$ cat src/rtl/ysyx_23060236_btb_2way_if.sv
// Lookup and update signals between the fetch/execute units and the 2-way BTB.
// The master side drives addresses and updates, and the slave side returns predictions.
interface ysyx_23060236_btb_2way_if #(
    parameter int ADDR_LEN = 32,
    parameter int DATA_LEN = 32
);
    logic [ADDR_LEN-1:0] btb_araddr;
    logic [DATA_LEN-1:0] btb_rdata;
    logic                btb_pred_taken;
    logic [ADDR_LEN-1:0] btb_araddr_exu;
    logic [DATA_LEN-1:0] btb_rdata_exu;
    logic                btb_wvalid;
    logic [ADDR_LEN-1:0] btb_awaddr;
    logic [DATA_LEN-1:0] btb_wdata;
    logic                btb_wtaken;
    logic                btb_flush;

    modport master (
        output btb_araddr, btb_araddr_exu,
        output btb_wvalid, btb_awaddr, btb_wdata, btb_wtaken, btb_flush,
        input  btb_rdata, btb_pred_taken, btb_rdata_exu
    );

    modport slave (
        input  btb_araddr, btb_araddr_exu,
        input  btb_wvalid, btb_awaddr, btb_wdata, btb_wtaken, btb_flush,
        output btb_rdata, btb_pred_taken, btb_rdata_exu
    );
endinterface

$ cat src/rtl/ysyx_23060236_btb_2way.sv
// Two-way set-associative branch target buffer with 2-bit saturating direction counters.
// It has two combinational lookup ports (IFU and EXU), one registered update port and a whole-table flush.
module ysyx_23060236_btb_2way #(
    parameter int ADDR_LEN   = 32,
    parameter int DATA_LEN   = 32,
    parameter int OFFSET_LEN = 2,
    parameter int INDEX_LEN  = 4
) (
    input logic                      clock,
    input logic                      reset,
    ysyx_23060236_btb_2way_if.slave  bus
);
    localparam int SETS    = 1 << INDEX_LEN;
    localparam int TAG_LEN = ADDR_LEN - OFFSET_LEN - INDEX_LEN;
    localparam int TAG_LSB = OFFSET_LEN + INDEX_LEN;

    typedef logic [INDEX_LEN-1:0] idx_t;
    typedef logic [TAG_LEN-1:0]   tag_t;

    typedef struct packed {
        logic                taken;
        logic [DATA_LEN-1:0] next_pc;
    } pred_t;

    logic [1:0]          valid_q  [SETS];
    logic [1:0]          ctr_q    [SETS][2];
    tag_t                tag_q    [SETS][2];
    logic [DATA_LEN-1:0] target_q [SETS][2];
    logic [SETS-1:0]     lru_q;

    // ------------------------------------------------------------------
    // Lookup: a pure read of the table, shared by both ports.
    // ------------------------------------------------------------------
    function automatic pred_t predict(input idx_t idx, input tag_t tg,
                                      input logic [ADDR_LEN-1:0] pc);
        pred_t p;
        p.taken   = 1'b0;
        p.next_pc = DATA_LEN'(pc + ADDR_LEN'(4));
        for (int w = 0; w < 2; w++) begin
            if (valid_q[idx][w] && (tag_q[idx][w] == tg) && ctr_q[idx][w][1]) begin
                p.taken   = 1'b1;
                p.next_pc = target_q[idx][w];
            end
        end
        return p;
    endfunction

    idx_t  ifu_idx, exu_idx;
    tag_t  ifu_tag, exu_tag;
    pred_t ifu_pred, exu_pred;

    assign ifu_idx = bus.btb_araddr[TAG_LSB-1:OFFSET_LEN];
    assign ifu_tag = bus.btb_araddr[ADDR_LEN-1:TAG_LSB];
    assign exu_idx = bus.btb_araddr_exu[TAG_LSB-1:OFFSET_LEN];
    assign exu_tag = bus.btb_araddr_exu[ADDR_LEN-1:TAG_LSB];

    always_comb begin
        ifu_pred = predict(ifu_idx, ifu_tag, bus.btb_araddr);
        exu_pred = predict(exu_idx, exu_tag, bus.btb_araddr_exu);
    end

    assign bus.btb_rdata      = ifu_pred.next_pc;
    assign bus.btb_pred_taken = ifu_pred.taken;
    assign bus.btb_rdata_exu  = exu_pred.next_pc;

    // ------------------------------------------------------------------
    // Update: decode hit/victim for the addressed set.
    // ------------------------------------------------------------------
    idx_t       upd_idx;
    tag_t       upd_tag;
    logic       upd_en;
    logic [1:0] hit_vec;
    logic       hit_any;
    logic [1:0] victim_oh;
    logic       unused_awaddr_offset;

    assign upd_idx = bus.btb_awaddr[TAG_LSB-1:OFFSET_LEN];
    assign upd_tag = bus.btb_awaddr[ADDR_LEN-1:TAG_LSB];
    assign upd_en  = bus.btb_wvalid && !bus.btb_flush;
    assign unused_awaddr_offset = ^bus.btb_awaddr[OFFSET_LEN-1:0];

    always_comb begin
        for (int w = 0; w < 2; w++) begin
            hit_vec[w] = valid_q[upd_idx][w] && (tag_q[upd_idx][w] == upd_tag);
        end
    end

    assign hit_any = |hit_vec;

    // Invalid ways are filled first (way 0 before way 1); otherwise the LRU way is replaced.
    always_comb begin
        if (!valid_q[upd_idx][0])      victim_oh = 2'b01;
        else if (!valid_q[upd_idx][1]) victim_oh = 2'b10;
        else if (lru_q[upd_idx])       victim_oh = 2'b10;
        else                           victim_oh = 2'b01;
    end

    logic [1:0] ctr_we;
    logic [1:0] ctr_d [2];
    logic [1:0] tgt_we;
    logic [1:0] alloc;
    logic       lru_we;
    logic       lru_d;

    // NOTE: every output of this block gets a default first, so no path can leave one unassigned and infer a latch.
    always_comb begin
        ctr_we = 2'b00;
        tgt_we = 2'b00;
        alloc  = 2'b00;
        lru_we = 1'b0;
        lru_d  = lru_q[upd_idx];
        for (int w = 0; w < 2; w++) begin
            ctr_d[w] = ctr_q[upd_idx][w];
        end

        if (upd_en) begin
            if (hit_any) begin
                for (int w = 0; w < 2; w++) begin
                    if (hit_vec[w]) begin
                        ctr_we[w] = 1'b1;
                        tgt_we[w] = bus.btb_wtaken;
                        if (bus.btb_wtaken)
                            ctr_d[w] = (ctr_q[upd_idx][w] == 2'd3) ? 2'd3 : ctr_q[upd_idx][w] + 2'd1;
                        else
                            ctr_d[w] = (ctr_q[upd_idx][w] == 2'd0) ? 2'd0 : ctr_q[upd_idx][w] - 2'd1;
                    end
                end
                lru_we = 1'b1;
                lru_d  = hit_vec[0];
            end else if (bus.btb_wtaken) begin
                for (int w = 0; w < 2; w++) begin
                    if (victim_oh[w]) begin
                        alloc[w]  = 1'b1;
                        ctr_we[w] = 1'b1;
                        tgt_we[w] = 1'b1;
                        ctr_d[w]  = 2'd2;
                    end
                end
                lru_we = 1'b1;
                lru_d  = victim_oh[0];
            end
        end
    end

    // ------------------------------------------------------------------
    // State: control bits are reset, and tag/target storage is not.
    // ------------------------------------------------------------------
    // NOTE: sequential state uses non-blocking assignments so every register samples pre-edge values.
    always_ff @(posedge clock or negedge reset) begin
        if (!reset) begin
            lru_q <= '0;
            for (int s = 0; s < SETS; s++) begin
                valid_q[s] <= 2'b00;
                for (int w = 0; w < 2; w++) begin
                    ctr_q[s][w] <= 2'd0;
                end
            end
        end else if (bus.btb_flush) begin
            lru_q <= '0;
            for (int s = 0; s < SETS; s++) begin
                valid_q[s] <= 2'b00;
            end
        end else begin
            for (int w = 0; w < 2; w++) begin
                if (ctr_we[w]) ctr_q[upd_idx][w]   <= ctr_d[w];
                if (alloc[w])  valid_q[upd_idx][w] <= 1'b1;
            end
            if (lru_we) lru_q[upd_idx] <= lru_d;
        end
    end

    // NOTE: tag and target are array storage with no reset; valid gates them, so their power-up contents never reach an output.
    always_ff @(posedge clock) begin
        for (int w = 0; w < 2; w++) begin
            if (alloc[w])  tag_q[upd_idx][w]    <= upd_tag;
            if (tgt_we[w]) target_q[upd_idx][w] <= bus.btb_wdata;
        end
    end

endmodule

$ cat src/flat_wrapper.sv
// flat-port wrapper written by rule: the top's interface ports become plain ports
module ysyx_23060236_btb_2way_flat 
#(
    parameter int ADDR_LEN   = 32,
    parameter int DATA_LEN   = 32,
    parameter int OFFSET_LEN = 2,
    parameter int INDEX_LEN  = 4
)
  (clock, reset, bus_btb_araddr, bus_btb_araddr_exu, bus_btb_wvalid, bus_btb_awaddr, bus_btb_wdata, bus_btb_wtaken, bus_btb_flush, bus_btb_rdata, bus_btb_pred_taken, bus_btb_rdata_exu);
  ysyx_23060236_btb_2way_if #(.ADDR_LEN(ADDR_LEN), .DATA_LEN(DATA_LEN)) bus_i ();
  input logic clock;
  input logic reset;
  input wire logic [$bits(bus_i.btb_araddr)-1:0] bus_btb_araddr;
  input wire logic [$bits(bus_i.btb_araddr_exu)-1:0] bus_btb_araddr_exu;
  input wire logic [$bits(bus_i.btb_wvalid)-1:0] bus_btb_wvalid;
  input wire logic [$bits(bus_i.btb_awaddr)-1:0] bus_btb_awaddr;
  input wire logic [$bits(bus_i.btb_wdata)-1:0] bus_btb_wdata;
  input wire logic [$bits(bus_i.btb_wtaken)-1:0] bus_btb_wtaken;
  input wire logic [$bits(bus_i.btb_flush)-1:0] bus_btb_flush;
  output wire logic [$bits(bus_i.btb_rdata)-1:0] bus_btb_rdata;
  output wire logic [$bits(bus_i.btb_pred_taken)-1:0] bus_btb_pred_taken;
  output wire logic [$bits(bus_i.btb_rdata_exu)-1:0] bus_btb_rdata_exu;
  assign bus_i.btb_araddr = bus_btb_araddr;
  assign bus_i.btb_araddr_exu = bus_btb_araddr_exu;
  assign bus_i.btb_wvalid = bus_btb_wvalid;
  assign bus_i.btb_awaddr = bus_btb_awaddr;
  assign bus_i.btb_wdata = bus_btb_wdata;
  assign bus_i.btb_wtaken = bus_btb_wtaken;
  assign bus_i.btb_flush = bus_btb_flush;
  assign bus_btb_rdata = bus_i.btb_rdata;
  assign bus_btb_pred_taken = bus_i.btb_pred_taken;
  assign bus_btb_rdata_exu = bus_i.btb_rdata_exu;
  ysyx_23060236_btb_2way #(.ADDR_LEN(ADDR_LEN), .DATA_LEN(DATA_LEN), .OFFSET_LEN(OFFSET_LEN), .INDEX_LEN(INDEX_LEN)) u_core (.clock(clock), .reset(reset), .bus(bus_i));
endmodule
$ cat config.mk
export PLATFORM = sky130hd
export DESIGN_NAME = ysyx_23060236_btb_2way_flat
export DESIGN_NICKNAME = d
export VERILOG_FILES = /design/src/rtl/ysyx_23060236_btb_2way_if.sv /design/src/rtl/ysyx_23060236_btb_2way.sv /design/src/flat_wrapper.sv
export SDC_FILE = /design/constraint.sdc
export NUM_CORES = 2
export LEC_CHECK = 0
export CORE_UTILIZATION = 65
export CTS_BUF_LIST = sky130_fd_sc_hd__clkbuf_8
export DETAILED_ROUTE_END_ITERATION = 10
export HOLD_SLACK_MARGIN = 0.1
export PLACE_DENSITY = 0.83
export RECOVER_POWER = 25
export SYNTH_ARGS = -nofsm -noshare
export SYNTH_HDL_FRONTEND = slang
export SYNTH_SLANG_ARGS = --single-unit
$ cat constraint.sdc
create_clock -name clock -period 6.6 [get_ports clock]
set_input_delay 1.32 -clock clock [delete_from_list [all_inputs] [get_ports clock]]
set_output_delay 1.32 -clock clock [all_outputs]
set_load 0.005 [all_outputs]
==> out/results.ini <==
[synth]
synth_area_leaders = edfxtp_1 55%, mux4_2 30%, dfrtp_1 2.8%
synth-seq-cells = 1968
synth_area_per_cell_um2 = 19.7
netlist_area_um2 = 101000
yosysUniqueCellTypes = 85
yosys-top-cells-count = 1856 x edfxtp_1, 1357 x mux4_2, 188 x clkbuf_1
synth_top_area_share_pct = 55.1
synth_top_cell_by_area = edfxtp_1
synth_ff_type = edfxtp_1
synthMostInstantiatedCell = edfxtp_1
yosysSeqAreaShare_pct = 57.8
async_reset_ff_share_pct = 5.69
synth_warnings = 0
syn_nets = 5286
synth_edf_count = 1856
syn-instance-count = 5151

[floorplanning]
pin_count = 198
die-area_um2 = 157000
core_area_um2 = 154000
start_util_pct = 65.6
rows = 144
die_x_um = 397
fp.dieH_um = 397

[cts]
cts_tree = done
cts.path.max_buffers = 4
cts_inserted_buffers = 333
insertion_delay_ps = 1080
cts_sinks = 1968
clk_pin_slew_worst_paths_ps = 60
clock_tree.root_cell = clkbuf_8
cts.htree.levels = 5
cts_hold_buffers = 0

[cells_and_area]
multi_input_area_um2 = 42000
postLayoutCoreUtil_pct = 75.9
seqCellArea_um2 = 58500
nFillCells = 7927
drive_above_1_share_pct = 44.7
nNetsFinal = 5987
syn_to_final_growth_pct = 15.8
finalNonFillerCells = 8122

[worst_setup_path]
cp-start-kind = primary input
path_max_fanout = 8
reg2reg_from = u_core.tag_q[15][13]$_DFFE_PP_
critPathLaunch = bus_btb_araddr_exu[2]
crit_required_ps = 5280
critPathCaptureType = output pin
cp.arrival_ps = 5450
crit_type = primary input to output pin

[timing]
fin_crit_ps = 6770
hold_viol_final = 0
max_freq_mhz = 148
maxSlewHeadroom_pct = -117
setup_viol = 28
fin_crit_sh_pct = 103
tns_ps = -2470
skew_ps = 89.3
rsz0062_at_grt = true
worst_pin_slew_ps = 3250
fin_ws_ps = -171
slew_violations = 478

[drt]
top_layer = met5
wl_met1_mm = 103
via_per_inst = 8.09
met3WireLength_mm = 63.1
drtIter0Drc = 12100
vias = 65700
drt_wl_total_mm = 335
drt_first_pass_iters = 9
wl_per_cell_um = 41.2
ant_nets = 0
drc = 51
wl_met2_mm = 147

[hold_path]
min_from = u_core.lru_q[5]$_DFFE_PN0P_
hp-class = flip-flop to flip-flop

[power_and_ir_drop]
p_leak_uw = 0.0383
seq_power_share_pct = 50.9
power_frac_comb_pct = 11.7
power.share.clock_pct = 37.4
power_uw = 27100
power.switching_uw = 6750
swShare_pct = 24.9
ir_worst_vdd_v = 0.000211
p_int_uw = 20300
pwr_density_cell_nw_per_um2 = 231

[grt]
grt_max_degree = 133
antenna_found_initial = 18
overflow = 0
first_global_vias = 66200
grt_util_all_layers_pct = 42.8
grt_pass1_wl_mm = 469

[run_status]
violations = DRC, capacitance limit, slew limit, setup timing
status = finished with violations

[place]
finalWeightedCongestion = 0.996
dp.cells = 7478
place_hpwl_mm = 211
io_buffers = 195
dp_slack_ps = -548

[run]
cap_violations = 12

-- final timing paths --
| kind | to | slack [ps] | cells past startpoint |
|---|---|---|---|
| worst max-delay path | bus_btb_rdata_exu[17] | -170 | 18 |
| max in group asynchronous | u_core.ctr_q[39]$_DFFE_PN0P_ | 1250 | 2 |
| worst min register to register | u_core.lru_q[5]$_DFFE_PN0P_ | 500 | 1 |
| worst max register to register | u_core.tag_q[0][18]$_DFFE_PP_ | 1530 | 11 |
| worst min-delay path | u_core.lru_q[5]$_DFFE_PN0P_ | 500 | 1 |
| min in group asynchronous | u_core.ctr_q[56]$_DFFE_PN0P_ | 1350 | 1 |
-- cell families (layout without fill, tap and decap cells) --
kind of cell	after synthesis	count (layout)	share of synthesized area, %
AO/OA/AOI/OAI	325	325	2.18
XOR/XNOR	213	213	1.84
adder cells (fa/ha/maj)	3	3	0.0346
buffers and inverters	454	1370	2.10
flip-flops	1968	1968	57.8
multiplexers	1644	1644	33.4
other	0	11	0
AND/OR/NAND/NOR	544	544	2.62
-- power groups by stage --
stage	registers, uW	logic [uW]	clock network, uW
3_5_place_dp	14000	2940	0
3_3_place_gp	14000	2890	0
2_1_floorplan	14000	1730	0
5_1_grt	13800	3210	10600
4_1_cts	13800	3010	10100
6_report	13800	3150	10100
-- registers in the layout, summed over array words and instances, names as in the netlist --
signal,cells
u_core.tag_q,832
u_core.ctr_q,64
u_core.target_q,1024
u_core.valid_q,32
u_core.lru_q,16
-- metal layers --
layer / vias to the layer above / global-route usage, %
met3: 1463 / 19.1
met1: 33100 / 56.1
met5: - / 0
li1: 23800 / -
met4: 12 / 22.3
met2: 7363 / 61.0
-- cells in the final DEF (no fill, tap or decap), types with 39 or more instances in the layout --
cell and count:
buf_12 120, buf_4 399, clkbuf_8 352, clkdlybuf4s50_1 84, clkinv_1 76, dfrtp_1 112
edfxtp_1 1856, inv_1 99, mux2_2 89, mux2i_1 139, mux4_2 1357, nand2_1 153
nand3_1 56, nor2_1 58, nor2_4 82, o21ai_0 39, xnor2_1 121, xor2_1 71
-- cell type report --
type / count / area share (%)
Clock buffer: 349 / 4.10
Tap cell: 2044 / 2.18
Sequential cell: 1968 / 49.9
Timing Repair Buffer: 792 / 7.03
Multi-Input combinational cell: 2729 / 35.8
Inverter: 28 / 0.0896
Clock inverter: 201 / 0.877
Antenna cell: 11 / 0.0235
-- repair_timing --
item,in CTS,in global routing
pin swaps,20,38
endpoints found under the setup margin,65,65
gates cloned,13,3
resized for setup,261,167
buffers inserted,40,44
-- critical path, cell delays in order --
cell and delay [ps]:
buf_16 150, buf_16 140, buf_4 120, mux4_2 500
mux4_2 530, xor2_4 230, nor4_4 350, buf_4 190
nand4_1 90, or4_4 580, buf_12 180, buf_16 170
buf_12 160, buf_8 120, nor2_4 120, a21oi_4 60
mux2_4 280, buf_6 110
-- per-stage QoR --
step / area [um^2] / hold slack, ps
floorplan: 101000 / 468
global placement: 110000 / 481
detailed placement: 110000 / 488
CTS: 117000 / 317
global route: 117000 / 509
finish: 117000 / 498
Note: power is estimated with default switching activity, not from simulation.
